===== src/rtl/pwm_generator.sv =====
// Two-channel PWM generator with a shared prescaler/period counter and per-channel
// slew-limited duty updates applied only at period boundaries.
module pwm_generator #(
  parameter int PRESCALE  = 196,
  parameter int SLEW_STEP = 8
) (
  input  logic       clk,
  input  logic       reset,
  input  logic       enable,
  input  logic [7:0] pwm_duty_a,
  input  logic [7:0] pwm_duty_b,
  output logic       pwm_out_a,
  output logic       pwm_out_b,
  output logic       period_start,
  output logic       settled_a,
  output logic       settled_b
);

  localparam int DATA_W = 8;
  localparam logic [15:0] PRESC_LAST = 16'(PRESCALE - 1);
  localparam logic signed [DATA_W+1:0] STEP = 10'(SLEW_STEP);
  localparam logic [DATA_W-1:0] STEP_U = 8'(SLEW_STEP);

  typedef enum logic [1:0] {IDLE, RAMP_UP, RAMP_DOWN, HOLD} state_t;

  // Move active toward target by at most one slew step; the 10-bit signed
  // difference cannot wrap, so the result never overshoots or leaves 0..255.
  function automatic logic [DATA_W-1:0] slew(input logic [DATA_W-1:0] active,
                                              input logic [DATA_W-1:0] target);
    logic signed [DATA_W+1:0] diff;
    diff = $signed({2'b00, target}) - $signed({2'b00, active});
    if (diff > STEP)       return active + STEP_U;
    else if (diff < -STEP) return active - STEP_U;
    else                   return target;
  endfunction

  function automatic state_t classify(input logic [DATA_W-1:0] active,
                                      input logic [DATA_W-1:0] target);
    if (active == target)     return (target == '0) ? IDLE : HOLD;
    else if (active < target) return RAMP_UP;
    else                      return RAMP_DOWN;
  endfunction

  logic [15:0]       presc_p0;
  logic [DATA_W-1:0] period_p0;
  logic              tick;
  logic              boundary;

  assign tick     = (presc_p0 == PRESC_LAST);
  assign boundary = tick && (period_p0 == 8'hFF);

  // Stage 0: shared timebase
  always_ff @(posedge clk) begin
    if (reset) begin
      presc_p0  <= '0;
      period_p0 <= '0;
    end else begin
      presc_p0 <= tick ? 16'd0 : presc_p0 + 16'd1;
      if (tick) period_p0 <= period_p0 + 8'd1;
    end
  end

  assign period_start = !reset && (presc_p0 == 16'd0) && (period_p0 == 8'd0);

  logic [1:0][DATA_W-1:0] duty;
  assign duty = {pwm_duty_b, pwm_duty_a};

  for (genvar c = 0; c < 2; c++) begin : g_chan
    logic [DATA_W-1:0] target;
    logic [DATA_W-1:0] active_p0;
    logic [DATA_W-1:0] active_nxt;
    state_t            state_p0;
    state_t            state_nxt;
    logic              pwm_p1;
    logic              settled_p1;

    assign target = enable ? duty[c] : '0;

    always_comb begin
      active_nxt = active_p0;
      state_nxt  = state_p0;
      if (boundary) begin
        active_nxt = slew(active_p0, target);
        state_nxt  = classify(active_nxt, target);
      end
    end

    // Stage 1: registered compare and status
    always_ff @(posedge clk) begin
      if (reset) begin
        active_p0  <= '0;
        state_p0   <= IDLE;
        pwm_p1     <= 1'b0;
        settled_p1 <= 1'b1;
      end else begin
        active_p0  <= active_nxt;
        state_p0   <= state_nxt;
        pwm_p1     <= (period_p0 < active_p0);
        settled_p1 <= (state_nxt == IDLE) || (state_nxt == HOLD);
      end
    end
  end

  assign pwm_out_a = g_chan[0].pwm_p1;
  assign pwm_out_b = g_chan[1].pwm_p1;
  assign settled_a = g_chan[0].settled_p1;
  assign settled_b = g_chan[1].settled_p1;

endmodule


===== config.mk =====
export PLATFORM = sky130hd
export DESIGN_NAME = pwm_generator
export DESIGN_NICKNAME = d
export VERILOG_FILES = /design/src/rtl/pwm_generator.sv
export SDC_FILE = /design/constraint.sdc
export NUM_CORES = 1
export LEC_CHECK = 0
export BUFFER_PORTS_ARGS = -buffer_cell sky130_fd_sc_hd__buf_2
export CORE_MARGIN = 2
export CORE_UTILIZATION = 24
export CTS_CLUSTER_DIAMETER = 40
export CTS_CLUSTER_SIZE = 24
export DETAILED_ROUTE_END_ITERATION = 6
export SLEW_MARGIN = 15
export SYNTH_ARGS = -nofsm -noshare
export SYNTH_HDL_FRONTEND = slang
export SYNTH_SLANG_ARGS = --single-unit

===== constraint.sdc =====
create_clock -name clk -period 11.1 [get_ports clk]
set_input_delay 1.11 -clock clk [delete_from_list [all_inputs] [get_ports clk]]
set_output_delay 1.11 -clock clk [all_outputs]
set_load 0.005 [all_outputs]

# Word-level counts from Yosys, hierarchy flattened
# Cells that the tools add are included.
[word_totals]
ff_bits = 48
input_bits = 19
output_inout_bits = 5
wordCells = 61
[classes]
n_addsub = 8
magnitude_cmp = 8
n_eq_ne = 6
muxes = 16
n_reduce_logical = 13
[op_table]
columns = ["op", "n"]
rows = [
  ["two-way mux 8 bit", 8],
  ["less-than comparator 8 bit", 4],
  ["zero test 8 bit", 3],
  ["greater-than comparator 9 x 5 -> 1 bit (second input constant)", 2],
  ["less-than comparator 9 x 4 -> 1 bit (second input constant)", 2],
  ["subtractor 8 x 8 -> 9 bit", 2],
  ["adder 16 x 1 -> 16 bit (second input constant)", 1],
  ["adder 8 x 4 -> 8 bit (second input constant)", 2],
  ["== test 16 x 8 -> 1 bit (second input constant)", 1],
  ["== test 8 bit", 2],
  ["zero test 16 bit", 1],
  ["two-way mux 2 bit", 8],
  ["subtractor 8 x 4 -> 8 bit (second input constant)", 2],
  ["adder 8 x 1 -> 8 bit (second input constant)", 1],
  ["== test 8 bit (second input constant)", 1],
  ["== test 2 bit (second input constant)", 2],
  ["zero test 2 bit", 2],
  ["logical AND 1 bit", 3],
  ["logical OR 1 bit", 2],
  ["OR reduction 2 bit", 1],
  ["zero test 1 bit", 1],
]

# Depth between registers and ports, before layout
[depth]
depth_word = 12
depth_mapped = 26
ltp_nobuf = 21

# Least setup slack after synthesis
# No wires, ideal clock.
[synth_timing]
path_kind = "input to register"
from = "in enable"
to = "reg g_chan[0].state_p0[1]"
setup_ns = 0.103
t_arrival_ns = 5.480
required_time_ns = 10.997
slack_ns = 5.517
stages = 22
n_path_buf = 5
path_cell_list = "buf_4 -> buf_4 -> buf_4 -> clkbuf_1 -> clkbuf_1 -> nand2_1 -> ha_1 -> nor2b_1 -> a2111o_1 -> and3_1 -> xor2_1 -> o311ai_1 -> or3_4 -> mux2i_4 -> o2bb2a_1 -> a22oi_1 -> ha_1 -> o311ai_0 -> nor3_1 -> nor3b_2 -> a2111oi_2 -> a2111oi_2"
[synth_between]
elab_chain_cells = 10
elab_cells_between_ends = 14
classes_between = "add/sub (1); order compare (3); eq/ne (1); mux (8); reduce/logical (1)"
[synth_lines]
columns = ["item", "line_no", "rtl"]
rows = [
  ["from (decl)", "9", "input logic enable,"],
  ["two-way mux 8 bit *", "77", "assign target = enable ? duty[c] : '0;"],
  ["subtractor 8 x 8 -> 9 bit", "31", "diff = $signed({2'b00, target}) - $signed({2'b00, active});"],
  ["less-than comparator 9 x 4 -> 1 bit", "33", "else if (diff < -STEP) return active - STEP_U;"],
  ["two-way mux 8 bit", "33", ""],
  ["two-way mux 8 bit", "32", "if (diff > STEP) return active + STEP_U;"],
  ["two-way mux 8 bit", "82", "if (boundary) begin"],
  ["less-than comparator 8 bit", "40", "else if (active < target) return RAMP_UP;"],
  ["two-way mux 2 bit", "40", ""],
  ["two-way mux 2 bit *", "39", "if (active == target) return (target == '0) ? IDLE : HOLD;"],
  ["two-way mux 2 bit *", "82", ""],
  ["to (signal assigned)", "97", "state_p0 <= state_nxt;"],
  ["to (decl)", "72", "state_t state_p0;"],
]
# Mark *: on every way between the ends. The rest lies on a longest branch, timed or not. The select of a mux whose other input is x is not followed.
# A chain may end at the register's enable or synchronous reset.

# Final worst setup path
# Ends and elaborated chain as after synthesis.

==> results.txt <==
The average cell area after synthesis is 7.64 um2. By area the synthesized netlist is led by sky130_fd_sc_hd__dfxtp_1 (20%), sky130_fd_sc_hd__ha_1 (11%), sky130_fd_sc_hd__nand2_1 (4.6%). Of all nets on the critical path, the largest fanout is 53. The pin count of the biggest net entering global routing is 54. The area growth from synthesis to layout came out at 9.43%. The number of global-route vias before repair is 4,110. The most used flip-flop cell after synthesis is sky130_fd_sc_hd__dfxtp_1. The number of detailed-routing iterations run before antenna repair is 5.

The highest cell delay on the worst timing path came out at 0.72 ns. The final-layout fill cell count came out at 2,266. The critical path starts at enable. The signal on the critical path passes through buf_2, and3b_1, nor2b_1, ha_1, a2111o_1, a2111oi_0, o311ai_1, o31ai_2, mux2i_1, nand2_1, a22oi_1, ha_1, o311ai_0, nor3_1, nor3b_2, a2111oi_2, a2111oi_2. The synthesized netlist occupies a cell area of 4870 um2. Setup repair after global routing left no endpoint under its margin. The worst ir drop on vdd came out at 0.0000459 V. The clock passes through at most 2 buffers. TritonCTS built the clock tree. The most frequent standard cell in the layout excluding fill and tap cells is sky130_fd_sc_hd__nand2_1. The fraction of synthesis flops using an asynchronous set or reset pin is 0%. For this configuration, the core starts out at a cell density of 24.3%. The post-route fraction of the period consumed by the critical path is 52.5%. The first-pass GRT wire length is 20.3 mm. The count of final hold-check violations is 0. The first routing iteration left 340 violations.

The final-report max-slew violation count is 0. The width of the die came out at 146 um. The number of diodes added for antenna fixing came out at 0. The startpoint of the lowest-slack register-to-register path is g_chan[1].active_p0[4]$_SDFFE_PP0P_. The sequential-to-total area share from yosys stat is 19.7%.

The worst-case setup margin in the final layout is 5.28 ns. The number of nets handed over by synthesis was 700. The source-to-sink clock delay at the later pin of the worst-skew pair came out at 0.29 ns. The sum of overflow across all layers after global routing is 0. STA puts the critical path data required time at 11.29 ns. The slowest stage of the critical path belongs to the cell sky130_fd_sc_hd__o31ai_2.

The post-cts repair resize count is 0. The post-DP HPWL came out at 9.38 mm. The count of input and output buffers is 23. The post-route clock skew came out at 0.00445 ns. The min-delay analysis places its worst path in the category register to register. The flow ran to the end, and the final reports show no timing, DRC or antenna violations. The overall die area is 21,400 um2. For the pin with the worst max-slew slack, the measured transition is 0.955 ns.

After synthesis the netlist holds a flip-flop and latch count of 48. The root buffer cell is sky130_fd_sc_hd__clkbuf_16. For the worst setup path, the data arrival time is 6.01 ns. The proportion of layout cells with a drive suffix above 1 came out at 9.08%. For this run, design rule violations remaining after detail routing come to 0. The source of the worst hold timing path is presc_p0[0]$_SDFF_PP0_. The clock-pin slew on the worst setup and hold paths is 0.06 ns. Setup violations remaining at the end of the flow were counted as 0. The minimum setup slack after placement is 5.09 ns. The clock period could shrink to 5.82 ns. The overall fraction of global-route tracks in use came out at 11.3%. For this block, the via count after detailed routing is 4,575.

The number of distinct library cells after synthesis came out at 91. The areal power density over the cells is 84.5 nW/um2. The number of antenna violations at the first check in global routing was 0.

The overall power after layout came out at 0.450 mW. The relative slew slack came out at 36.2%. The number of sinks on the clock net came out at 48. The core area is 20,000 um2.

Leaving out fill and tap cells, the most frequent cells in the layout are sky130_fd_sc_hd__nand2_1 (60), sky130_fd_sc_hd__nor2_1 (56), sky130_fd_sc_hd__dfxtp_1 (48), sky130_fd_sc_hd__ha_1 (44), sky130_fd_sc_hd__inv_1 (40). STA classifies the critical path startpoint as a primary input. The number of buffers added by the clock tree synthesis step is 5. The analysis attributes to cell leakage a power of 1.96 nW. The final weighted congestion in routability-driven placement came out at 0.828.

Adding up every negative setup slack in the final design gives 0 ns. The peak clock frequency supported by timing came out at 172 MHz. The post-cts hold buffer count came out at 0. For this design the top-level I/O count stands at 24.

The type of the worst setup path is primary input to register. Row generation in the floorplan step produced 52 rows. After detailed routing, the number of vias per cell comes to 5.03.

The synthesized design contains 0 enable-type register cells. The post-detailed-route count of antenna-violating nets is 0. The proportion of netlist area held by the largest area contributor came out at 19.7%. The sum of routed wire length over all layers came out at 12.3 mm.

The depth of the CTS H-tree came out at 2. The library cell occupying the most area in the post-synthesis netlist is sky130_fd_sc_hd__dfxtp_1. The largest delay contributor family on the critical path is compound AO/OA/AOI/OAI gates. During synthesis, Yosys emitted a total of 0 warnings.

The max-cap check violation count is 0. The net count reported at finish came out at 701. In this run the post-CTS setup repair buffer count came out at 0. STA classifies the critical path endpoint as a register. The number of buffers and inverters on the critical path is 1.

The synthesized netlist cell count came out at 637. In the final routed layout, each cell accounts on average for 13.6 um. The die span in y came out at 146 um.
-- power breakdown --
group	internal, mW	switching, mW
logic	0.0486	0.0747
registers	0.173	0.00104
clock network	0.0899	0.0628
-- layout make-up --
cell class              count  area (um2)  share of cell area (%)
multi-input cells         518        3610                    67.8
flip-flops and latches     48         961                    18.0
well taps                 270         338                    6.34
inverters                  42         158                    2.96
clock buffers               8         146                    2.75
repair buffers             23         115                    2.16
-- flip-flops by register name (all words and copies together) (netlist names) --
register and flops:
g_chan.state_p0 4, settled_b 1, period_p0 8, presc_p0 16, pwm_out_b 1, settled_a 1
g_chan.active_p0 16, pwm_out_a 1
-- cell usage after synthesis (all sizes together), types with 4 or more instances --
library cell,n
ha,44
xnor2,23
nand2b,11
dfxtp,48
o221ai,4
and3,6
o21ai,39
buf,16
maj3,4
or3,6
xor2,22
or4,5
a22oi,7
nor3b,4
nand3,29
nor4bb,4
and2,9
a2111oi,4
nor2,56
o22ai,5
a31oi,9
inv,42
nor3,7
nand2,60
a21boi,6
a21o,5
o211ai,5
mux2i,12
clkbuf,13
a211o,4
a211oi,13
nor2b,10
or2,5
a21oi,36
nor4,13
nand4,5
-- worst paths after layout --
kind                                       to  slack (ns)  cells after the start
max          g_chan[0].state_p0[1]$_SDFF_PP0_        5.28                     17
min                    presc_p0[0]$_SDFF_PP0_        0.48                      1
max reg2reg  g_chan[1].state_p0[0]$_SDFF_PP0_        6.30                     17
min reg2reg            presc_p0[0]$_SDFF_PP0_        0.48                      1
-- per-stage QoR --
stage | util, % | hold slack [ns] | instance area (um2) | std cells
after floorplan | - | 0.441 | 4870 | 637
after global placement | 25.8 | 0.467 | 5180 | 901
after detailed placement | 25.8 | 0.475 | 5180 | 901
after CTS | 26.6 | 0.491 | 5320 | 909
after global routing | 26.6 | 0.531 | 5330 | 909
final | 26.6 | 0.483 | 5330 | 909
-- cells by family after synthesis --
kind of cell	synth area share [%]
buffers and inverters	6.19
AND/OR/NAND/NOR	26.0
AO/OA/AOI/OAI	24.6
XOR/XNOR	8.10
adder cells (fa/ha/maj)	12.2
multiplexers	3.19
flip-flops	19.7
-- layer usage --
| layer | share of wire, % | global-route usage [%] | wire (um) | up-vias |
|---|---|---|---|---|
| met5 | 0 | 0 | 0 | - |
| li1 | - | - | - | 2326 |
| met1 | 50 | 16.0 | 6220 | 2156 |
| met2 | 45 | 17.7 | 5510 | 82 |
| met4 | 1.4 | 3.11 | 170 | 0 |
| met3 | 3.5 | 1.69 | 437 | 11 |
(Power assumes the default switching activity.)
